`src/rtl/alu_command_issuer_if.sv`:
```
`default_nettype none
// ============================================================================
// Module   : alu_command_issuer_if
// Purpose  : Bundles the three channels around the ALU command issuer:
//              - command channel  (CmdValid/CmdReady + operation fields)
//              - ALU drive bus    (A, B, FunSel, WF out; ALUOut, FlagsOut in)
//              - response channel (RspValid/RspReady + result, flags, skip)
// Modports : slave  - the issuer itself (accepts commands, drives the ALU,
//                     produces responses)
//            master - the surroundings (control unit / bench plus the ALU)
// Ports    : none; the interface is a pure signal bundle.
// Revision : 1.0  initial release
// ============================================================================
interface alu_command_issuer_if;

  // Command channel
  logic        CmdValid;
  logic        CmdReady;
  logic [4:0]  CmdFunSel;
  logic [15:0] CmdA;
  logic [15:0] CmdB;
  logic        CmdWF;
  logic [2:0]  CmdCond;

  // ALU drive / return
  logic [15:0] A;
  logic [15:0] B;
  logic [4:0]  FunSel;
  logic        WF;
  logic [15:0] ALUOut;
  logic [3:0]  FlagsOut;   // {Z,C,N,O}

  // Response channel
  logic        RspValid;
  logic        RspReady;
  logic [15:0] RspData;
  logic [3:0]  RspFlags;   // {Z,C,N,O}
  logic        RspSkipped;

  modport slave (
    input  CmdValid, CmdFunSel, CmdA, CmdB, CmdWF, CmdCond,
    output CmdReady,
    output A, B, FunSel, WF,
    input  ALUOut, FlagsOut,
    output RspValid, RspData, RspFlags, RspSkipped,
    input  RspReady
  );

  modport master (
    output CmdValid, CmdFunSel, CmdA, CmdB, CmdWF, CmdCond,
    input  CmdReady,
    input  A, B, FunSel, WF,
    output ALUOut, FlagsOut,
    input  RspValid, RspData, RspFlags, RspSkipped,
    output RspReady
  );

endinterface
`default_nettype wire

```
`src/rtl/alu_command_issuer.sv`:
```
`default_nettype none
// ============================================================================
// Module   : alu_command_issuer
// Purpose  : Initiator-side controller for the ALU. Accepts one command over
//            a valid/ready handshake, presents it to the ALU for exactly one
//            clock (ISSUE), waits one clock for the registered flags to
//            settle (SETTLE), then returns result and flags over a second
//            valid/ready handshake (RESP). A command whose condition code is
//            false on the live flags is skipped: WF is never raised, the
//            result reads zero and the response carries RspSkipped = 1.
// Ports    : Clock  - rising-edge system clock
//            Reset  - asynchronous, active-low reset
//            bus    - alu_command_issuer_if.slave: command channel, ALU drive
//                     bus (A/B/FunSel/WF out, ALUOut/FlagsOut in) and
//                     response channel
// Revision : 1.0  initial release
// ============================================================================
module alu_command_issuer (
  input  logic                 Clock,
  input  logic                 Reset,
  alu_command_issuer_if.slave  bus
);

  // --------------------------------------------------------------------------
  // Condition codes; flags are ordered {Z,C,N,O}
  // --------------------------------------------------------------------------
  localparam logic [2:0] c_condAlways = 3'd0;
  localparam logic [2:0] c_condZ      = 3'd1;
  localparam logic [2:0] c_condNotZ   = 3'd2;
  localparam logic [2:0] c_condC      = 3'd3;
  localparam logic [2:0] c_condNotC   = 3'd4;
  localparam logic [2:0] c_condN      = 3'd5;
  localparam logic [2:0] c_condNotN   = 3'd6;
  localparam logic [2:0] c_condO      = 3'd7;

  typedef enum logic [1:0] {
    IDLE   = 2'd0,
    ISSUE  = 2'd1,
    SETTLE = 2'd2,
    RESP   = 2'd3
  } issuerState_t;

  issuerState_t r_state;
  issuerState_t w_nextState;

  // Latched command
  logic [4:0]  r_funSel;
  logic [15:0] r_opA;
  logic [15:0] r_opB;
  logic        r_wf;
  logic [2:0]  r_cond;

  // Response payload
  logic [15:0] r_rspData;
  logic [3:0]  r_rspFlags;
  logic        r_rspSkipped;

  // FSM decoded controls
  logic        w_cmdReady;
  logic        w_rspValid;
  logic        w_driveAlu;
  logic        w_wf;
  logic        w_accept;

  // Datapath helpers
  logic        w_flagZ;
  logic        w_flagC;
  logic        w_flagN;
  logic        w_flagO;
  logic        w_condOk;
  logic [15:0] w_result;

  // --------------------------------------------------------------------------
  // Condition evaluation against the live ALU flags
  // --------------------------------------------------------------------------
  assign w_flagZ = bus.FlagsOut[3];
  assign w_flagC = bus.FlagsOut[2];
  assign w_flagN = bus.FlagsOut[1];
  assign w_flagO = bus.FlagsOut[0];

  always_comb begin
    w_condOk = 1'b0;
    case (r_cond)
      c_condAlways: w_condOk = 1'b1;
      c_condZ:      w_condOk = w_flagZ;
      c_condNotZ:   w_condOk = !w_flagZ;
      c_condC:      w_condOk = w_flagC;
      c_condNotC:   w_condOk = !w_flagC;
      c_condN:      w_condOk = w_flagN;
      c_condNotN:   w_condOk = !w_flagN;
      c_condO:      w_condOk = w_flagO;
      default:      w_condOk = 1'b0;
    endcase
  end

  // 8-bit operations (FunSel[4] = 0) only define the low byte of ALUOut;
  // the upper byte is forced to zero so the response is zero-extended.
  assign w_result = r_funSel[4] ? bus.ALUOut : {8'h00, bus.ALUOut[7:0]};

  // --------------------------------------------------------------------------
  // FSM: state register
  // --------------------------------------------------------------------------
  always_ff @(posedge Clock or negedge Reset) begin
    if (!Reset) begin
      r_state <= IDLE;
    end else begin
      r_state <= w_nextState;
    end
  end

  // --------------------------------------------------------------------------
  // FSM: next state and decoded outputs
  // --------------------------------------------------------------------------
  always_comb begin
    w_nextState = r_state;
    w_cmdReady  = 1'b0;
    w_rspValid  = 1'b0;
    w_driveAlu  = 1'b0;
    w_wf        = 1'b0;
    case (r_state)
      IDLE: begin
        w_cmdReady = 1'b1;
        if (bus.CmdValid) begin
          w_nextState = ISSUE;
        end
      end
      ISSUE: begin
        w_driveAlu  = 1'b1;
        w_wf        = r_wf && w_condOk;
        w_nextState = SETTLE;
      end
      SETTLE: begin
        // Operands stay on the bus so ALUOut is still meaningful, but WF is
        // low: the flag register was already written at the ISSUE edge.
        w_driveAlu  = 1'b1;
        w_nextState = RESP;
      end
      RESP: begin
        w_rspValid = 1'b1;
        if (bus.RspReady) begin
          w_nextState = IDLE;
        end
      end
      default: begin
        w_nextState = IDLE;
      end
    endcase
  end

  assign w_accept = w_cmdReady && bus.CmdValid;

  // --------------------------------------------------------------------------
  // Command latch and response capture
  // --------------------------------------------------------------------------
  always_ff @(posedge Clock or negedge Reset) begin
    if (!Reset) begin
      r_funSel     <= 5'b00000;
      r_opA        <= 16'h0000;
      r_opB        <= 16'h0000;
      r_wf         <= 1'b0;
      r_cond       <= 3'd0;
      r_rspData    <= 16'h0000;
      r_rspFlags   <= 4'b0000;
      r_rspSkipped <= 1'b0;
    end else begin
      if (w_accept) begin
        r_funSel <= bus.CmdFunSel;
        r_opA    <= bus.CmdA;
        r_opB    <= bus.CmdB;
        r_wf     <= bus.CmdWF;
        r_cond   <= bus.CmdCond;
      end
      if (r_state == ISSUE) begin
        r_rspData    <= w_condOk ? w_result : 16'h0000;
        r_rspSkipped <= !w_condOk;
      end
      // FlagsOut is registered inside the ALU, so the ISSUE-cycle update is
      // only visible one cycle later; capture it at the end of SETTLE.
      if (r_state == SETTLE) begin
        r_rspFlags <= bus.FlagsOut;
      end
    end
  end

  // --------------------------------------------------------------------------
  // Outputs. The ALU bus is decoded straight from the state register so an
  // asynchronous reset clears A/B/FunSel/WF immediately.
  // --------------------------------------------------------------------------
  assign bus.CmdReady   = w_cmdReady;
  assign bus.A          = w_driveAlu ? r_opA    : 16'h0000;
  assign bus.B          = w_driveAlu ? r_opB    : 16'h0000;
  assign bus.FunSel     = w_driveAlu ? r_funSel : 5'b00000;
  assign bus.WF         = w_wf;
  assign bus.RspValid   = w_rspValid;
  assign bus.RspData    = r_rspData;
  assign bus.RspFlags   = r_rspFlags;
  assign bus.RspSkipped = r_rspSkipped;

endmodule
`default_nettype wire
```
`src/flat_wrapper.sv`:
```
// flat-port wrapper written by rule: the top's interface ports become plain ports
module alu_command_issuer_flat 
  (Clock, Reset, bus_CmdValid, bus_CmdFunSel, bus_CmdA, bus_CmdB, bus_CmdWF, bus_CmdCond, bus_CmdReady, bus_A, bus_B, bus_FunSel, bus_WF, bus_ALUOut, bus_FlagsOut, bus_RspValid, bus_RspData, bus_RspFlags, bus_RspSkipped, bus_RspReady);
  alu_command_issuer_if bus_i ();
  input  logic Clock;
  input  logic Reset;
  input wire logic [$bits(bus_i.CmdValid)-1:0] bus_CmdValid;
  input wire logic [$bits(bus_i.CmdFunSel)-1:0] bus_CmdFunSel;
  input wire logic [$bits(bus_i.CmdA)-1:0] bus_CmdA;
  input wire logic [$bits(bus_i.CmdB)-1:0] bus_CmdB;
  input wire logic [$bits(bus_i.CmdWF)-1:0] bus_CmdWF;
  input wire logic [$bits(bus_i.CmdCond)-1:0] bus_CmdCond;
  output wire logic [$bits(bus_i.CmdReady)-1:0] bus_CmdReady;
  output wire logic [$bits(bus_i.A)-1:0] bus_A;
  output wire logic [$bits(bus_i.B)-1:0] bus_B;
  output wire logic [$bits(bus_i.FunSel)-1:0] bus_FunSel;
  output wire logic [$bits(bus_i.WF)-1:0] bus_WF;
  input wire logic [$bits(bus_i.ALUOut)-1:0] bus_ALUOut;
  input wire logic [$bits(bus_i.FlagsOut)-1:0] bus_FlagsOut;
  output wire logic [$bits(bus_i.RspValid)-1:0] bus_RspValid;
  output wire logic [$bits(bus_i.RspData)-1:0] bus_RspData;
  output wire logic [$bits(bus_i.RspFlags)-1:0] bus_RspFlags;
  output wire logic [$bits(bus_i.RspSkipped)-1:0] bus_RspSkipped;
  input wire logic [$bits(bus_i.RspReady)-1:0] bus_RspReady;
  assign bus_i.CmdValid = bus_CmdValid;
  assign bus_i.CmdFunSel = bus_CmdFunSel;
  assign bus_i.CmdA = bus_CmdA;
  assign bus_i.CmdB = bus_CmdB;
  assign bus_i.CmdWF = bus_CmdWF;
  assign bus_i.CmdCond = bus_CmdCond;
  assign bus_CmdReady = bus_i.CmdReady;
  assign bus_A = bus_i.A;
  assign bus_B = bus_i.B;
  assign bus_FunSel = bus_i.FunSel;
  assign bus_WF = bus_i.WF;
  assign bus_i.ALUOut = bus_ALUOut;
  assign bus_i.FlagsOut = bus_FlagsOut;
  assign bus_RspValid = bus_i.RspValid;
  assign bus_RspData = bus_i.RspData;
  assign bus_RspFlags = bus_i.RspFlags;
  assign bus_RspSkipped = bus_i.RspSkipped;
  assign bus_i.RspReady = bus_RspReady;
  alu_command_issuer u_core (.Clock(Clock), .Reset(Reset), .bus(bus_i));
endmodule
```
`config.mk`:
```
export PLATFORM = sky130hd
export DESIGN_NAME = alu_command_issuer_flat
export DESIGN_NICKNAME = d
export VERILOG_FILES = /design/src/rtl/alu_command_issuer_if.sv /design/src/rtl/alu_command_issuer.sv /design/src/flat_wrapper.sv
export SDC_FILE = /design/constraint.sdc
export NUM_CORES = 1
export LEC_CHECK = 0
export BUFFER_PORTS_ARGS = -buffer_cell sky130_fd_sc_hd__buf_2
export CAP_MARGIN = 10
export CORE_MARGIN = 8
export CORE_UTILIZATION = 51
export DETAILED_ROUTE_END_ITERATION = 6
export PLACE_DENSITY = 0.85
export SKIP_LAST_GASP = 1
export SYNTH_ARGS = -nofsm -noshare
export SYNTH_HDL_FRONTEND = slang
export SYNTH_SLANG_ARGS = --single-unit
```
`constraint.sdc`:
```
create_clock -name Clock -period 2.8 [get_ports Clock]
set_clock_uncertainty 0.2 [all_clocks]
set_input_delay 0 -clock Clock [delete_from_list [all_inputs] [get_ports Clock]]
set_output_delay 0 -clock Clock [all_outputs]
set_load 0.02 [all_outputs]
```
# Word-level counts from Yosys, hierarchy flattened
# Cells that the tools add are included.
# totals
regBits	64
word_cells	44
in_bits	65
output_inout_bits	61
# classes
n_reduce_logical	10
n_mux	13
eq_ne	12
# op_table
op	n
two-way mux 16 bit	4
equality test 3 bit, second input constant	4
case mux 1 bit (8 select lines)	1
case mux 2 bit (4 select lines)	1
equality test 3 x 2 -> 1 bit, second input constant	2
two-way mux 5 bit	1
equality test 2 bit, second input constant	2
logical NOT 1 bit	4
two-way mux 1 bit	4
two-way mux 2 bit	2
!= test 2 bit, second input constant	2
equality test 3 x 1 -> 1 bit, second input constant	1
logical NOT 3 bit	1
equality test 2 x 1 -> 1 bit, second input constant	1
logical AND 1 bit	2
logical NOT 2 bit	1
AND reduction 2 bit	1
OR reduction 2 bit	1

# Logic depth before layout (Yosys ltp)
# logic_depth
word_depth	4
ltp_mapped	8
ltp_nobuf	6

# Worst setup path before layout
# No wires, ideal clock.
# synth_timing
kind	reg2reg
from	register u_core.r_state[0]
to	register u_core.r_cond[0]
stages_incl_launch_ff	6
synth_period_minus_slack_ns	1.927
t_arrival_ns	1.602
path_slack_ns	0.873
setup_time_ns	0.125
required_ns	2.475
path_buffers	1
path_cell_list	dfrtp_1 > inv_1 > ha_1 > nand2_1 > buf_1 > mux2_2
# synth_between
elab_chain_len	3
# synth_lines
element	line_no	text
start, declared	alu_command_issuer.sv:43	issuerState_t r_state;
start signal, assigned	alu_command_issuer.sv:107	r_state <= w_nextState;
logical NOT 2 bit	alu_command_issuer.sv:120	case (r_state)
two-way mux 1 bit	alu_command_issuer.sv:120	
via bus_CmdReady	flat_wrapper.sv:13	output wire logic [$bits(bus_i.CmdReady)-1:0] bus_CmdReady;
logical AND 1 bit	alu_command_issuer.sv:150	assign w_accept = w_cmdReady && bus.CmdValid;
end signal, assigned	alu_command_issuer.sv:171	r_cond <= bus.CmdCond;
end, declared	alu_command_issuer.sv:51	logic [2:0] r_cond;
# The timed path passes the listed nets, and every way through them passes these cells.
# A chain may end at the register's enable or synchronous reset.

# Worst setup path in the final report
# layout_timing
from	register u_core.r_cond[0]
to	output bus_WF
# layout_between
elab_chain_len	4
elab_cells_between_ends	11
cone_classes	eq/ne: 7; mux: 2; reduce/logical: 2
# layout_lines
element	line_no	text
equality test 3 bit, or another cell as far along	alu_command_issuer.sv:83	case (r_cond)
case mux 1 bit (8 select lines) *	alu_command_issuer.sv:83	
logical AND 1 bit *	alu_command_issuer.sv:129	w_wf = r_wf && w_condOk;
two-way mux 1 bit *	alu_command_issuer.sv:120	
end, declared	flat_wrapper.sv:17	output wire logic [$bits(bus_i.WF)-1:0] bus_WF;
# Mark *: on every way between the ends. The rest lies on a longest branch, timed or not.

==> metrics.md <==
| Metric | Value |
|---|---|
| Result of the run | finished clean |
| Crit Path Max Fanout | 18 |
| Slew Limit Fails | 0 |
| Number of flip-flops and latches in the synthesized netlist | 64 |
| # port buffers | 125 |
| Net count of the mapped netlist | 285 |
| Largest incremental delay on the critical path | 0.80 ns |
| Max Fclk | 382 MHz |
| Layout Area Growth over Synthesis | 52.3% |
| Width of the die | 91.1 µm |
| Sequential power share | 32.0% |
| Via count | 2402 |
| Period Utilization, post-route | 93.5% |
| Portion of synthesized cell area occupied by the leading cell type | 55.7% |
| Number of H-tree branching levels | 3 |
| Final net count | 479 |
| Share of total power in combinational logic | 55.0% |
| Per-cell routed wire length | 17.5 µm |
| Post-synthesis share of cell area spent on xor and xnor gates | 0% |
| Worst max-slew margin expressed relative to the limit | 39.8% |
| Largest voltage drop on the vdd net | 0.823 mV |
| Via density per instance | 4.93 |
| Crit end category | primary output |
| Area contributors post-synth | dfrtp_1, mux2_2, and2_1, o2bb2ai_2, o2bb2ai_1 |
| Vertical die dimension | 91.1 µm |
| Crit path max-delay family | compound AO/OA/AOI/OAI gates |
| Number of placed I/O pins | 126 |
| Post-DP HPWL | 5.09 mm |
| Main combinational cell family by area after synthesis | multiplexers |
| Number of sinks on the clock net | 64 |
| Final core utilization | 80.0% |
| Initial Utilization | 52.5% |
| DRC violation count after routing | 0 |
| Slowest-stage cell, CP | o311a_1 |
| Placed Cells | 406 |
| Type of the worst min-delay path | primary input to async pin |
| Die area | 0.00829 mm² |
| Asr flop ratio synth | 100% |
| Actual slew at the worst max-slew pin | 0.903 ns |
| Number of optimization iterations in the first detailed-route pass | 5 |
| Max-capacitance violation count | 0 |
| Largest net degree at the start of global routing | 38 |
| Top cells by count, synth | dfrtp_1, mux2_2, and2_1, nand2_1, inv_1 |
| Part of the Yosys area used for sequential elements | 55.7% |
| Cell at the root of the clock tree | clkbuf_8 |
| Bufs on Longest Clock Path | 2 |
| Register Area | 0.00160 mm² |
| Crit path time final | 2.62 ns |
| Critical path buffer and inverter count | 1 |
| Floorplan Core Area | 0.00547 mm² |
| # Post-CTS Setup Buffers | 0 |
| Yosys cell types | 30 |
| Global placement routability congestion | 0.709 |
| Clock Latency Late Sink | 0.33 ns |
| Number of gates resized after cts | 0 |
| Kind of critical path | register to primary output |
| First-pass GRT wire length | 14.0 mm |
| Congestion Overflow GR | 0 |
| Multiplexer share of the synthesized area | 18.0% |
| Multi-input gate area in the final layout | 0.00115 mm² |
| Cell with the most instances after synthesis | dfrtp_1 |
| Startpoint kind of the worst setup timing path | register |
| Adder and majority gate portion of the synthesized area | 1.74% |
| Ant diodes | 0 |
| LEAKAGE | 2.19 nW |
| Total routed wirelength | 8.52 mm |
| Fill cell instance count of the final layout | 344 |
| EDFF count, synth | 0 |
| Switching part of the total power | 43.3% |
| Hold violation count in the final report | 0 |
| Clock transition at the registers of the reported paths | 0.07 ns |
| Rows | 27 |
| Unrepaired setup endpoints after global routing | no |
| Detailed router's first-iteration violation count | 47 |
| Synthesized instance count | 216 |
| Post-route antenna net violation count | 0 |
| Clock tree from TritonCTS | yes |
| Setup violations, final | 0 |
| Power dissipated by switching net loads | 0.00226 W |
| Simple-gate portion of the synthesized area | 10.8% |
| Share of layout cells above drive strength 1 | 48.4% |
| Share of the synthesized area in compound gates (AO/OA/AOI/OAI) | 9.40% |
| Hold buffer count at CTS | 65 |
| Critical path data arrival time | 2.42 ns |
| Path length in cells of the critical path | 5 |
| Post-synthesis instance area | 0.00287 mm² |
| Average size of a mapped cell | 13.3 µm² |
| Via count of the first global-routing pass | 2745 |
| Critical-path cell list | and2_2, o2111ai_1, o311a_1, and2b_2, buf_2 |
| Crit path required time | 2.60 ns |
| TritonCTS buffer count | 9 |
| Total Neg Setup Slack | 0 ns |
| R2r worst-path depth | 4 |
| Relative contribution of the clock network to total power | 13.0% |
| Synth Flop Type | dfrtp_1 |
| Pwr dens | 1190 mW/mm² |
| Power Internal | 0.00296 W |
| Total Routing Usage GR | 20.9% |
| Non-filler instance count after layout | 487 |
| Antenna violations before repair | 0 |
| Yosys top cell by area | dfrtp_1 |
| YS warnings | 0 |
[per-layer routing]
layer | share of wire [%] | global-route usage, % | vias to the layer above | wire, µm
met3 | 8.6 | 7.74 | 20 | 732
met2 | 51 | 36.7 | 103 | 4370
li1 | - | - | 1120 | -
met4 | 2.6 | 9.96 | 0 | 221
met5 | 0 | 0 | - | 0
met1 | 38 | 21.7 | 1159 | 3200
[worst paths after layout]
check	from	end	slack, ns
min in group Clock	bus_CmdA[11]	u_core.r_opA[11]	0.23
max in group asynchronous	Reset	u_core.r_opB[9]	1.60
min reg2reg	u_core.bus.RspData[5]	u_core.bus.RspData[5]	0.29
max reg2reg	u_core.r_cond[0]	u_core.bus.RspData[3]	0.65
max	u_core.r_cond[0]	bus_WF	0.18
min	Reset	u_core.bus.RspData[14]	0.02
[cells by family after synthesis]
group / after synthesis
buf+inv: 24
compound gates: 24
flops: 64
simple gates: 54
fa+ha+maj: 4
mux: 46
[stage by stage]
stage	setup WS (ns)	hold WS (ns)	instance area [µm²]	total power, W
final	0.181	0.0211	4380	0.00522
after global placement	0.604	-0.156	3560	0.00436
after floorplan	0.873	-0.496	2870	0.00359
after CTS	0.176	0.0197	4380	0.00522
after global routing	0.0725	0.0601	4380	0.00555
after detailed placement	0.553	-0.158	3560	0.00445
[registers in the layout (all words and copies together), names as in the netlist]
register	count
u_core.r_opB	16
u_core.r_opA	16
u_core.r_cond	3
u_core.bus.RspSkipped	1
u_core.r_wf	1
u_core.bus.RspFlags	4
u_core.r_funSel	5
u_core.bus.RspData	16
u_core.r_state	2
[power by group through the flow]
stage               logic (W)  registers [W]  clock network [W]
finish                0.00287        0.00167           0.000679
global route          0.00309        0.00173           0.000733
CTS                   0.00287        0.00165           0.000693
detailed placement    0.00278        0.00167                  0
global placement      0.00272        0.00164                  0
floorplan             0.00183        0.00176                  0
[cell type report]
type                            instances  share of cell area (%)
Timing Repair Buffer                  195                    30.3
Inverter                               12                    1.03
Sequential cell                        64                    36.6
Tap cell                               72                    2.06
Multi-Input combinational cell        128                    26.2
Clock inverter                          4                   0.457
Clock buffer                           12                    3.32
[placed cells by master, fill, tap and decap left out, types with 2 or more instances in the layout]
cell           synthesis  routed
buf_2                  0     125
dlygate4sd3_1          0      65
dfrtp_1               64      64
mux2_2                45      45
and2_1                37      37
inv_1                 11      11
nand2_1               12      11
clkbuf_8               0      10
o2bb2ai_2              8       8
o2bb2ai_1              7       7
ha_1                   4       4
clkinv_2               0       4
buf_4                  1       4
clkbuf_1               4       2
Note: power is estimated with default switching activity, not from simulation.
